[src/rtl/bus_arb_pkg.sv]
// Shared constants for the three-way bus arbiter and the datapath mux it steers.
// Select encodings, FSM state type and small index helpers live here.
package bus_arb_pkg;

   localparam int NREQ     = 3;
   localparam int SEL_W    = 2;
   localparam int MAX_HOLD = 8;

   localparam logic [SEL_W-1:0] SEL_IN1 = 2'd0;
   localparam logic [SEL_W-1:0] SEL_IN2 = 2'd1;
   localparam logic [SEL_W-1:0] SEL_IN3 = 2'd2;

   typedef enum logic {
      ST_IDLE  = 1'b0,
      ST_OWNED = 1'b1
   } arb_state_t;

   // Next requester index in round-robin order, wrapping 2 -> 0.
   function automatic logic [SEL_W-1:0] rr_next(input logic [SEL_W-1:0] idx);
      return (idx == SEL_IN3) ? SEL_IN1 : idx + 2'd1;
   endfunction

   function automatic logic [NREQ-1:0] onehot3(input logic [SEL_W-1:0] idx);
      case (idx)
         SEL_IN1: return 3'b001;
         SEL_IN2: return 3'b010;
         SEL_IN3: return 3'b100;
         default: return 3'b000;
      endcase
   endfunction

endpackage

[src/rtl/rr_pick3.sv]
// Combinational round-robin picker: first set request scanning last+1, last+2, last.
// Shared by the idle-grant path and the same-edge handoff path.
module rr_pick3
   import bus_arb_pkg::*;
(
   input  logic [NREQ-1:0]  req,
   input  logic [SEL_W-1:0] last,
   output logic             valid,
   output logic [SEL_W-1:0] pick
);

   logic [SEL_W-1:0] w_c1;
   logic [SEL_W-1:0] w_c2;

   // NOTE: every combinational output gets a default first, so no path leaves it unassigned and no latch is inferred.
   always_comb begin
      w_c1  = rr_next(last);
      w_c2  = rr_next(w_c1);
      valid = |req;
      pick  = last;
      if (req[w_c1]) begin
         pick = w_c1;
      end else if (req[w_c2]) begin
         pick = w_c2;
      end
   end

endmodule

[src/rtl/bus_arbiter3.sv]
// Round-robin arbiter driving the select of the registered 3-input 16-bit bus mux.
// Optional owner hold limit with forced release is enabled by defining ARB_TIMEOUT_EN.
module bus_arbiter3
   import bus_arb_pkg::*;
(
   input  logic             clock,
   input  logic             reset,
   input  logic [NREQ-1:0]  req,
   input  logic [NREQ-1:0]  done,
   output logic [NREQ-1:0]  grant,
   output logic [SEL_W-1:0] sel,
   output logic             busy,
   output logic             timeout_err
);

   arb_state_t       r_state, w_state_nxt;
   logic [NREQ-1:0]  r_grant, w_grant_nxt;
   logic [SEL_W-1:0] r_sel, w_sel_nxt;
   logic [SEL_W-1:0] r_last, w_last_nxt;
   logic             r_busy, w_busy_nxt;

   logic             w_valid;
   logic [SEL_W-1:0] w_pick;
   logic             w_release;
   logic             w_force;
   logic             w_new_grant;

   rr_pick3 u_pick (
      .req   (req),
      .last  (r_last),
      .valid (w_valid),
      .pick  (w_pick)
   );

   // While OWNED, r_last is the current owner.
   assign w_release = done[r_last] | ~req[r_last];

`ifdef ARB_TIMEOUT_EN
   localparam logic [3:0] HOLD_LAST = 4'(MAX_HOLD - 1);

   logic [3:0] r_hold_cnt;
   logic       r_timeout;

   assign w_force = (r_state == ST_OWNED) && !w_release && (r_hold_cnt == HOLD_LAST);

   always_ff @(posedge clock) begin
      if (reset) begin
         r_hold_cnt <= '0;
         r_timeout  <= 1'b0;
      end else begin
         r_timeout <= w_force;
         if (w_new_grant || r_state == ST_IDLE) begin
            r_hold_cnt <= '0;
         end else begin
            r_hold_cnt <= r_hold_cnt + 4'd1;
         end
      end
   end

   assign timeout_err = r_timeout;
`else
   assign w_force     = 1'b0;
   assign timeout_err = 1'b0;
`endif

   always_comb begin
      w_state_nxt = r_state;
      w_grant_nxt = r_grant;
      w_sel_nxt   = r_sel;
      w_last_nxt  = r_last;
      w_busy_nxt  = r_busy;
      w_new_grant = 1'b0;

      case (r_state)
         ST_IDLE: begin
            if (w_valid) begin
               w_new_grant = 1'b1;
            end
         end
         ST_OWNED: begin
            if (w_release || w_force) begin
               if (w_valid) begin
                  w_new_grant = 1'b1;
               end else begin
                  // sel deliberately keeps the last owner while idle.
                  w_state_nxt = ST_IDLE;
                  w_grant_nxt = '0;
                  w_busy_nxt  = 1'b0;
               end
            end
         end
         default: begin
            w_state_nxt = ST_IDLE;
         end
      endcase

      if (w_new_grant) begin
         w_state_nxt = ST_OWNED;
         w_grant_nxt = onehot3(w_pick);
         w_sel_nxt   = w_pick;
         w_last_nxt  = w_pick;
         w_busy_nxt  = 1'b1;
      end
   end

   // NOTE: state registers use nonblocking assignments so every flop samples pre-edge values.
   always_ff @(posedge clock) begin
      if (reset) begin
         r_state <= ST_IDLE;
         r_grant <= '0;
         r_sel   <= SEL_IN1;
         r_last  <= SEL_IN3;
         r_busy  <= 1'b0;
      end else begin
         r_state <= w_state_nxt;
         r_grant <= w_grant_nxt;
         r_sel   <= w_sel_nxt;
         r_last  <= w_last_nxt;
         r_busy  <= w_busy_nxt;
      end
   end

   assign grant = r_grant;
   assign sel   = r_sel;
   assign busy  = r_busy;

endmodule
[config.mk]
export PLATFORM = sky130hd
export DESIGN_NAME = bus_arbiter3
export DESIGN_NICKNAME = d
export VERILOG_FILES = /design/src/rtl/bus_arb_pkg.sv /design/src/rtl/rr_pick3.sv /design/src/rtl/bus_arbiter3.sv
export SDC_FILE = /design/constraint.sdc
export NUM_CORES = 1
export LEC_CHECK = 0
export CAP_MARGIN = 20
export CORE_AREA = 2 2 39 41
export DETAILED_ROUTE_END_ITERATION = 16
export DIE_AREA = 0 0 41 43
export PLACE_DENSITY = 0.68
export SLEW_MARGIN = 20
export SYNTH_ARGS = -nofsm -noshare
export SYNTH_HDL_FRONTEND = slang
export SYNTH_SLANG_ARGS = --single-unit
[constraint.sdc]
create_clock -name clock -period 1.7 [get_ports clock]
set_input_delay 0.34 -clock clock [delete_from_list [all_inputs] [get_ports clock]]
set_output_delay 0.34 -clock clock [all_outputs]
set_load 0.01 [all_outputs]
==> impl_metrics.toml, run 1 <==
[power]
leakage_nw = 0.266
ir_drop_uv = 297
power_density_mw_per_mm2 = 795

[route]
m1WireLength_um = 500
dr.pass1.iters = 4
antenna_left = 0
route.met2.wl_um = 431
top_layer_used = "met3"
drt_iter0_markers = 4
drc_errors = 0
via_per_inst = 4.98
postRouteWirelength_um = 978
wl_per_cell_um = 11.5
vias = 423
met3WireLength_um = 46

[flow_run]
cap_violations = 0

[grt]
grt_max_degree = 10
antenna_found_initial = 0
grt_usage_pct = 12.7
grt_pass1_wl_um = 1550
grt_pass1_vias = 363
grt.overflow.total = 0

[logic_synthesis]
synth-edff-count = 0
ys_types = 27
synth_fa_ha_area_share_pct = 0
ys_seq_area_share_pct = 36.2
synth_top_area_cell = "dfxtp_1"
synthMuxAreaShare_pct = 3.39
synth_compound_area_share_pct = 26.6
synth_xor_area_share_pct = 0
yosysMostFrequentCell = "dfxtp_1"
synth-seq-cells = 8
synth_nets = 56
synth_area_leaders = "dfxtp_1, a32o_1, nor2_1"
async_flop_share_pct = 0
ys_top_cells_by_count = "dfxtp_1, nor2_1, a32o_1, nor2b_1"
syn_avg_cell_area_um2 = 9.23
synth-simple-area-share_pct = 27.1
ys.flop_type = "dfxtp_1"
synth_top_family_by_area = "simple AND/OR/NAND/NOR gates"
yosys_warnings = 0
synthesis.area_um2 = 443
syn_inst = 48
synth_top_area_share_pct = 36.2

[worst_setup_path]
critPathMaxStageDelay_ps = 510
start_kind = "input pin"
critPathBufInv = 1
cp.required_ps = 1840
crit_family = "buffers and inverters"
cp_max_fo = 7
critPathCaptureType = "register"
crit_slowest_cell = "clkdlybuf4s50_1"
arrival_ps = 1790
crit_type = "input pin to register"
path_cells = "clkdlybuf4s50_1 -> or3_1 -> a31o_4 -> mux2_4"

[die]
rows = 14
core_area_mm2 = 0.00138
num_io_pins = 15
die_area_mm2 = 0.00176
start_util_pct = 32.0
die_w_um = 41
die_h_um = 43

[timing]
rsz0062_at_grt = "no"
whs_ps = 475
tns_ps = 0
timing.final.crit_share_pct = 96.8
setup_viol = 0
fmax_mhz = 607
skew_ps = 6.61
drv_slew = 0
final-hold-violation-count = 0
finalCriticalPeriod_ps = 1650

[placed_design]
gp_congestion = 0.779
io_buffers = 13
dp_hpwl_um = 763

[cts]
cts_sinks = 8
clk_latency_ps = 250
cts_tree = "built"
clock-root-buffer = "clkbuf_4"
clkTransAtPathRegs_ps = 60
cts_inserted_buffers = 3
cts_buffer_depth = 2
htreeDepth = 1

[cells_and_area]
area_delta_synth_final_pct = 50.0
drive_above_1_share_pct = 23.2
fillers = 142
fin_nets = 79
diodes = 0

[run_status]
status = "finished clean"

[worst_hold_path]
hp-class = "register to register"
## state kept, by name, indices dropped and copies added (netlist names)
name / cells
r_state: 1
busy: 1
grant: 3
r_last: 1
sel: 2
## worst reg2reg max path, cell delays in order, from the launching register on
cell	delay [ps]
dfxtp_2	410
and4bb_1	220
a31oi_2	190
a31o_4	220
mux2_4	300
## final timing paths
check / slack (ps) / cells after the start / to / from
setup / recovery: 50 / 4 / sel[1]$_SDFFE_PP0P_ / req[0]
hold reg to reg: 480 / 1 / busy$_SDFFE_PP0P_ / busy$_SDFFE_PP0P_
hold / removal: 480 / 1 / busy$_SDFFE_PP0P_ / busy$_SDFFE_PP0P_
setup reg to reg: 260 / 4 / sel[1]$_SDFFE_PP0P_ / sel[0]$_SDFFE_PP0P_
## per-stage QoR
stage | area (µm²) | power (mW) | std cells | utilization, % | worst slack [ps]
5_1_grt | 664 | 0.555 | 85 | 48.0 | 1.94
4_1_cts | 657 | 0.532 | 85 | 47.5 | 17.8
3_5_place_dp | 634 | 0.386 | 82 | 45.8 | -209
3_3_place_gp | 634 | 0.382 | 82 | 45.8 | -196
2_1_floorplan | 443 | 0.307 | 48 | - | 286
6_report | 664 | 0.529 | 85 | 48.0 | 53.7
## final cells by class
cell class	instances	area (µm²)	share of cell area (%)
flip-flops and latches	8	161	24.3
repair buffers	21	190	28.6
inverters	2	7.51	1.13
multi-input cells	35	263	39.5
well taps	16	20.0	3.01
clock buffers	3	22.5	3.39
## power by group
group / switching [mW] / total, mW / internal [mW]
clock: 0.0633 / 0.144 / 0.0807
combinational: 0.0626 / 0.156 / 0.0936
sequential: 0.0194 / 0.228 / 0.209
## layout by cell type, fill, tap and decap left out, types with 2 or more instances in the layout
master,n
a21oi_1,2
inv_1,2
a32o_1,3
nor2_1,6
buf_4,8
a311oi_1,2
nor2b_1,3
clkdlybuf4s50_1,13
dfxtp_1,7
clkbuf_4,3
## cells by family (layout without fill, tap and decap cells)
kind of cell | count (synthesis) | in the layout
and+or+nand+nor | 19 | 19
AOI/OAI and AO/OA | 14 | 14
DFF | 8 | 8
buffers and inverters | 5 | 26
other | 1 | 1
muxes | 1 | 1
## metal layers
layer / up-vias / GRT usage, %
li1: 224 / -
met1: 187 / 18.7
met2: 12 / 15.6
met3: 0 / 4.71
met4: 0 / 6.00
met5: - / 0
## what timing repair did
item / CTS / global route
hold buffers: 0 / 0
resized for setup: 0 / 2
buffers inserted: 0 / 0
hold endpoints to repair: 0 / 0
endpoints found under the setup margin: 0 / 2
Power figures use the tool's default switching activity.
==> inputs of run 2 (changes only) <==
- CTS_CLUSTER_SIZE: default -> 24
- RECOVER_POWER: default -> 25
==> run 2 against run 1 <==
  * Core utilization did not move
  * Worst setup slack barely moved
  * Non-clock buffer count did not move
  * Sequential share of layout area did not move
  * Clock power barely moved
==> impl_metrics.toml, run 2 (synthesis results as in run 1) <==
[die]
rows = 14
start_util_pct = 32.0
num_io_pins = 15
die_area_mm2 = 0.00176
core_area_mm2 = 0.00138
die_w_um = 41
die_h_um = 43

[timing]
skew_ps = 6.61
fmax_mhz = 607
finalCriticalPeriod_ps = 1650
timing.final.crit_share_pct = 96.8
drv_slew = 0
rsz0062_at_grt = "no"
final-hold-violation-count = 0
setup_viol = 0

[grt]
grt_pass1_vias = 363
grt_pass1_wl_um = 1550
grt.overflow.total = 0
antenna_found_initial = 0
grt_max_degree = 10
grt_usage_pct = 12.7

[cts]
htreeDepth = 1
cts_tree = "built"
postCtsSetupBuffers = 0
cts-hold-fix-buffers = 0
cts_inserted_buffers = 3
clk_latency_ps = 250
cts_buffer_depth = 2
post_cts_resized = 0
clock-root-buffer = "clkbuf_4"
cts_sinks = 8
clkTransAtPathRegs_ps = 60

[power]
ir_drop_uv = 297
power_density_mw_per_mm2 = 792
leakage_nw = 0.272

[cells_and_area]
drive_above_1_share_pct = 23.2
fin_util_pct = 48.0
design_area_um2 = 664
largest_register_ffs = 3
final_cell_mix = "clkdlybuf4s50_1, buf_4, dfxtp_1"
final_common_cell = "clkdlybuf4s50_1"
diodes = 0
fillers = 142
regArea_um2 = 161
multi_input_area_um2 = 263
area_delta_synth_final_pct = 50.0
fin_nets = 79

[worst_hold_path]
holdCritStartpoint = "busy$_SDFFE_PP0P_"
min_to = "busy$_SDFFE_PP0P_"
whs_path_depth = 1
hp-class = "register to register"

[route]
antenna_left = 0
drt_iter0_markers = 4
postRouteWirelength_um = 977
dr.pass1.iters = 4
drc_errors = 0
via_per_inst = 4.99
vias = 424
wl_per_cell_um = 11.5

[worst_setup_path]
cp.required_ps = 1840
cp_max_fo = 7
rrSetupSlack_ps = 260
ff2ff_path_depth = 4
r2r-start = "sel[0]$_SDFFE_PP0P_"
arrival_ps = 1790
start_kind = "input pin"
critPathCaptureType = "register"
crit_type = "input pin to register"
reg2reg_to = "sel[1]$_SDFFE_PP0P_"

[placed_design]
placed_cell_area_um2 = 634
dp_hpwl_um = 763
gp_congestion = 0.779
io_buffers = 13

[run_status]
status = "finished clean"

[flow_run]
cap_violations = 0
==> run 2: layer usage <==
layer  global-route usage, %  wire length [µm]
met5                       0                 0
met4                    6.00                 0
met2                    15.6               431
met1                    18.7               499
met3                    4.71                46
==> run 2: power breakdown <==
part / leakage (nW) / switching, mW / internal [mW]
clock: 0.0138 / 0.0633 / 0.0807
sequential: 0.0668 / 0.0192 / 0.209
combinational: 0.191 / 0.0626 / 0.0918
total: 0.272 / 0.145 / 0.381
==> run 2: area by class of cell <==
| cell class | count | share of cell area, % |
|---|---|---|
| Tap cell | 16 | 3.01 |
| Multi-Input combinational cell | 35 | 39.5 |
| Inverter | 2 | 1.13 |
| Timing Repair Buffer | 21 | 28.6 |
| Clock buffer | 3 | 3.39 |
| Sequential cell | 8 | 24.3 |
==> run 2: how the worst max path moves through the flow <==
stage | start | depth (start not counted) | end | slack, ps
floorplan | sel[0]$_SDFFE_PP0P_ | 4 | sel[1]$_SDFFE_PP0P_ | 290
global placement | req[2] | 6 | sel[1]$_SDFFE_PP0P_ | -200
detailed placement | req[0] | 4 | sel[1]$_SDFFE_PP0P_ | -210
CTS | sel[0]$_SDFFE_PP0P_ | 1 | sel[0] | 20
global route | req[1] | 6 | sel[1]$_SDFFE_PP0P_ | 2
finish | req[0] | 4 | sel[1]$_SDFFE_PP0P_ | 50
==> run 2: worst max-delay path, cell delays in order <==
cell	delay (ps)
clkdlybuf4s50_1	510
or3_1	370
a31o_4	280
mux2_4	290
==> run 2: stage by stage <==
stage	setup TNS (ps)	setup slack, ps	total power [mW]	instances	hold slack (ps)
after floorplan	0	286	0.307	48	472
after global placement	-989	-196	0.382	82	463
after detailed placement	-1040	-209	0.386	82	469
after CTS	0	17.8	0.532	85	481
after global routing	0	1.94	0.553	85	483
final	0	53.7	0.527	85	475
